## config.mk

```make
export PLATFORM = sky130hd
export DESIGN_NAME = mem_port_arbiter
export DESIGN_NICKNAME = d
export VERILOG_FILES = /design/src/rtl/mem_port_arbiter_pkg.sv /design/src/rtl/mem_port_arbiter_timeout.sv /design/src/rtl/mem_port_arbiter.sv
export SDC_FILE = /design/constraint.sdc
export NUM_CORES = 1
export LEC_CHECK = 0
export ABC_AREA = 1
export BUFFER_PORTS_ARGS = -buffer_cell sky130_fd_sc_hd__buf_2
export CAP_MARGIN = 10
export CORE_UTILIZATION = 49
export DETAILED_ROUTE_END_ITERATION = 10
export PLACE_DENSITY = 0.92
export SLEW_MARGIN = 5
export SYNTH_ARGS = -nofsm -noshare
export SYNTH_HDL_FRONTEND = slang
export SYNTH_HIERARCHICAL = 1
export SYNTH_SLANG_ARGS = --single-unit
```

## constraint.sdc

```tcl
create_clock -name clk -period 2.6 [get_ports clk]
set_input_delay 0.39 -clock clk [delete_from_list [all_inputs] [get_ports clk]]
set_output_delay 0.39 -clock clk [all_outputs]
set_load 0.01 [all_outputs]
```

## src/rtl/mem_port_arbiter_pkg.sv

```systemverilog
// Shared types and constants for the unified memory-port arbiter.
package smitrv_mem_pkg;

    typedef enum logic {
        IDLE = 1'b0,
        BUSY = 1'b1
    } state_t;

    typedef enum logic {
        OWN_IF = 1'b0,
        OWN_D  = 1'b1
    } owner_t;

    localparam logic [31:0] TIMEOUT_DATA = 32'hDEAD_BEEF;

endpackage

```

## src/rtl/mem_port_arbiter_timeout.sv

```systemverilog
// Watchdog for a BUSY memory transaction; built only with MEM_ARB_TIMEOUT_EN.
`ifdef MEM_ARB_TIMEOUT_EN
module mem_timeout_ctr #(
    parameter int unsigned LIMIT = 16
) (
    input  logic clk,
    input  logic reset,
    input  logic start,
    input  logic ack,
    output logic expire
);
    localparam int unsigned CW = $clog2(LIMIT + 1);

    logic          armed;
    logic [CW-1:0] cnt;

    // Fires during the LIMIT-th BUSY cycle without an ack; a same-cycle ack wins.
    assign expire = armed && !ack && (cnt == CW'(LIMIT - 1));

    always_ff @(posedge clk) begin
        if (reset) begin
            armed <= 1'b0;
            cnt   <= '0;
        end else if (start) begin
            armed <= 1'b1;
            cnt   <= '0;
        end else if (armed) begin
            if (ack || expire) begin
                armed <= 1'b0;
            end else begin
                cnt <= cnt + 1'b1;
            end
        end
    end
endmodule
`endif

```

## src/rtl/mem_port_arbiter.sv

```systemverilog
// Arbitrates fetch and data requesters onto one handshaked memory port.
// Optional watchdog abort enabled by defining MEM_ARB_TIMEOUT_EN.
module mem_port_arbiter
    import smitrv_mem_pkg::*;
#(
    parameter int unsigned ADDR_W         = 32,
    parameter int unsigned DATA_W         = 32,
    parameter int unsigned RR_EN          = 0,
    parameter int unsigned TIMEOUT_CYCLES = 16
) (
    input  logic                clk,
    input  logic                reset,
    input  logic                if_req,
    input  logic [ADDR_W-1:0]   if_addr,
    output logic                if_gnt,
    output logic                if_rvalid,
    output logic [DATA_W-1:0]   if_rdata,
    input  logic                d_req,
    input  logic                d_we,
    input  logic [ADDR_W-1:0]   d_addr,
    input  logic [DATA_W-1:0]   d_wdata,
    input  logic [DATA_W/8-1:0] d_be,
    output logic                d_gnt,
    output logic                d_rvalid,
    output logic [DATA_W-1:0]   d_rdata,
    output logic                mem_req,
    output logic                mem_we,
    output logic [ADDR_W-1:0]   mem_addr,
    output logic [DATA_W-1:0]   mem_wdata,
    output logic [DATA_W/8-1:0] mem_be,
    input  logic [DATA_W-1:0]   mem_rdata,
    input  logic                mem_ack,
    output logic                err
);
    state_t state, state_next;
    owner_t owner, last_owner, grant_owner;
    logic   grant, done, abort, expire;

`ifdef MEM_ARB_TIMEOUT_EN
    mem_timeout_ctr #(
        .LIMIT(TIMEOUT_CYCLES)
    ) u_timeout (
        .clk   (clk),
        .reset (reset),
        .start (grant),
        .ack   (mem_ack),
        .expire(expire)
    );
`else
    localparam int unsigned timeout_unused = TIMEOUT_CYCLES;
    assign expire = 1'b0;
`endif

    always_ff @(posedge clk) begin
        if (reset) begin
            state <= IDLE;
        end else begin
            state <= state_next;
        end
    end

    always_comb begin
        state_next  = state;
        grant       = 1'b0;
        grant_owner = OWN_D;
        done        = 1'b0;
        abort       = 1'b0;
        case (state)
            IDLE: begin
                if (if_req || d_req) begin
                    grant      = 1'b1;
                    state_next = BUSY;
                    if (if_req && d_req) begin
                        // Round-robin hands a conflict to whoever did not own the last grant.
                        grant_owner = (RR_EN != 0 && last_owner == OWN_D) ? OWN_IF : OWN_D;
                    end else begin
                        grant_owner = d_req ? OWN_D : OWN_IF;
                    end
                end
            end
            BUSY: begin
                if (mem_ack) begin
                    done       = 1'b1;
                    state_next = IDLE;
                end else if (expire) begin
                    abort      = 1'b1;
                    state_next = IDLE;
                end
            end
            default: state_next = IDLE;
        endcase
    end

    always_ff @(posedge clk) begin
        if (reset) begin
            owner      <= OWN_D;
            last_owner <= OWN_D;
            if_gnt     <= 1'b0;
            d_gnt      <= 1'b0;
            if_rvalid  <= 1'b0;
            d_rvalid   <= 1'b0;
            if_rdata   <= '0;
            d_rdata    <= '0;
            mem_req    <= 1'b0;
            mem_we     <= 1'b0;
            mem_addr   <= '0;
            mem_wdata  <= '0;
            mem_be     <= '0;
            err        <= 1'b0;
        end else begin
            if_gnt    <= 1'b0;
            d_gnt     <= 1'b0;
            if_rvalid <= 1'b0;
            d_rvalid  <= 1'b0;
            err       <= 1'b0;
            if (grant) begin
                owner      <= grant_owner;
                last_owner <= grant_owner;
                mem_req    <= 1'b1;
                if (grant_owner == OWN_D) begin
                    d_gnt     <= 1'b1;
                    mem_we    <= d_we;
                    mem_addr  <= d_addr;
                    mem_wdata <= d_wdata;
                    mem_be    <= d_be;
                end else begin
                    if_gnt    <= 1'b1;
                    mem_we    <= 1'b0;
                    mem_addr  <= if_addr;
                    mem_wdata <= '0;
                    mem_be    <= '1;
                end
            end
            if (done || abort) begin
                mem_req <= 1'b0;
                err     <= abort;
                if (owner == OWN_D) begin
                    d_rvalid <= 1'b1;
                    if (abort) begin
                        d_rdata <= DATA_W'(TIMEOUT_DATA);
                    end else if (!mem_we) begin
                        d_rdata <= mem_rdata;
                    end
                end else begin
                    if_rvalid <= 1'b1;
                    if_rdata  <= abort ? DATA_W'(TIMEOUT_DATA) : mem_rdata;
                end
            end
        end
    end
endmodule

```

==> reports/qor.yml <==
status: "complete, no violations"
drive_above_1_share: 0.3196
coreArea_sq_um: 10980
nets: 1144
ys_ff_latch: 140
crit_chain: "inv_2 > o21ai_4 > inv_2 > buf_4 > nand3_1 > nand2_1 > inv_1"
switching_power_w: 0.001455
slew_viol_final: 0
min_path_type: "in2reg"
synth_edf_count: 0
antenna_found_initial: 0
dieArea_sq_um: 11810
cp-end-kind: "register"
grt_pass1_vias: 5247
path_class: "reg2reg"
wl_microns: 16250
ctsHoldBuffers: 0
ys.flop_type: "dfxtp_1"
die_width_microns: 108.7
wl_per_cell_microns: 14.04
row_count: 38
internal_power_w: 0.004337
cts_tree: "done"
ys_seq_area_frac: 0.5027
rsz0062_at_grt: "false"
diodes: 0
vdd_drop_max_mv: 0.4764
relSlewSlack: 0.3327
die_y_microns: 108.7
dp_hpwl_microns: 10640
max_freq_mhz: 582.7
final.setup.tns_ps: 0
fin_worst_skew_ps: 7.225
pwr-share-clk: 0.449
gr-usage-all-layers: 0.2610
powerDensity_nw_per_um2: 761.4
finalSetupViolCount: 0
areaGrowthSynthToFinish_pct: 36.42
synthTopCellsByArea: "dfxtp_1, nor2_1, nand4_1"
ios: 277
synth-async-reset-ratio: 0
ctsResizeCount: 0
syn-num-nets: 900
vias_per_cell: 5.114
drc_errors: 0
initial_core_util: 0.5076
insertion_delay_ps: 400
cts.sinks: 140
syn-cell-area_sq_um: 5575
seqPwrFrac: 0.410
maxCapViolations: 0
final_cell_mix: "buf_2, nor2_1, dfxtp_1"
path_max_fanout: 32
cts_inserted_buffers: 17
drtIter0Drc: 394
syn_avg_cell_area_sq_um: 7.317
hold_violations: 0
grt_pass1_wl_microns: 24260
tightest_slew_ps: 999.8
required_ps: 2900
syn_inst: 762
vias: 5917
final_common_cell: "buf_2"
dr.pass1.iters: 5
fin_crit_sh: 0.6601
layout_min_cycle_time_ps: 1716
p_leak_nw: 4.158
cpMostUsedCell: "inv_2"
max_stage_delay_ps: 450
synth.distinct_cells: 19
grt_max_degree: 137
yosysTopAreaCell: "dfxtp_1"
fin_total_pwr_w: 0.005791
post_cts_buffers: 0
comb_power_share: 0.140
slowest_stage: "inv_2"
cp-start-kind: "register"
ant_nets: 0
htreeDepth: 4
crit_arrival_ps: 2010
root_buffer: "clkbuf_16"
clk_pin_slew_worst_paths_ps: 50
grt_overflow_total: 0
p_sw_frac: 0.2512
synth_warnings: 6
yosysTopAreaCellShare: 0.5027
clock_path_buffers: 2
portBuffers: 275
gp_congestion: 0.7856
-- flip-flops by register name (all words and copies together), names as in the netlist --
signal,count
d_rdata,32
if_rdata,32
mem_addr,32
mem_wdata,32
mem_be,4
d_gnt,1
d_rvalid,1
if_gnt,1
if_rvalid,1
mem_req,1
mem_we,1
owner,1
state,1
-- layer usage --
layer	global-route usage	part of all wire
met1	0.2983	0.40
met2	0.4458	0.48
met3	0.08727	0.091
met4	0.1081	0.024
met5	0	0
-- Yosys cell counts (11+ instances only) --
master	instances
clkbuf_1	30
nand3_1	67
buf_2	22
a21oi_1	33
dfxtp_1	140
inv_1	70
o21ai_0	53
nand2_1	108
o21ai_1	11
nand4_1	66
nor2_1	142
-- per-stage QoR --
stage          area [sq um]  utilization  instances  hold slack (ps)  setup slack [ps]
2_1_floorplan          5575            -        762            491.7              1261
3_3_place_gp           6969       0.6345       1127            444.1             935.1
3_5_place_dp           6969       0.6345       1127            452.9             898.3
4_1_cts                7606       0.6925       1157            182.0             895.0
5_1_grt                7606       0.6925       1157            210.2             756.1
6_report               7606       0.6925       1157            198.5             883.9
-- power by group through the flow --
| stage | Clock (W) | Sequential (W) | Combinational [W] |
|---|---|---|---|
| after floorplan | 0 | 0.00249 | 0.000384 |
| after global placement | 0 | 0.00241 | 0.000790 |
| after detailed placement | 0 | 0.00242 | 0.000804 |
| after CTS | 0.00263 | 0.00237 | 0.000811 |
| after global routing | 0.00273 | 0.00239 | 0.000903 |
| final | 0.00260 | 0.00238 | 0.000812 |
-- final timing paths --
path                              start           end  slack, ps  cells past startpoint
worst min register to register  mem_req       mem_req        460                      2
worst max register to register    state  mem_addr[29]        880                      7
worst max-delay path              state  mem_addr[29]        880                      7
worst min-delay path            d_be[3]     mem_be[3]        200                      3
-- worst max-delay path, delay by kind of cell (launching register included) --
kind	cells	cell delay (ps)
flip-flops	1	330
AO/OA/AOI/OAI	1	90
buffers and inverters	4	1010
AND/OR/NAND/NOR	2	170
-- cell type report --
type | count | area [sq um]
well taps | 140 | 175.2
repair buffers | 287 | 1491
flip-flops and latches | 140 | 2803
clock buffers | 19 | 442.9
inverters | 75 | 282.8
fillers | 909 | 3377
multi-input cells | 485 | 2217
clock inverters | 11 | 193.9
-- kinds of logic after synthesis --
kind of cell,share of synthesized area
buffers and inverters,0.1005
AND/OR/NAND/NOR,0.3061
flip-flops,0.5027
other,0.0006726
AO/OA/AOI/OAI,0.08999
No activity file was read; power rests on OpenSTA's default activity.
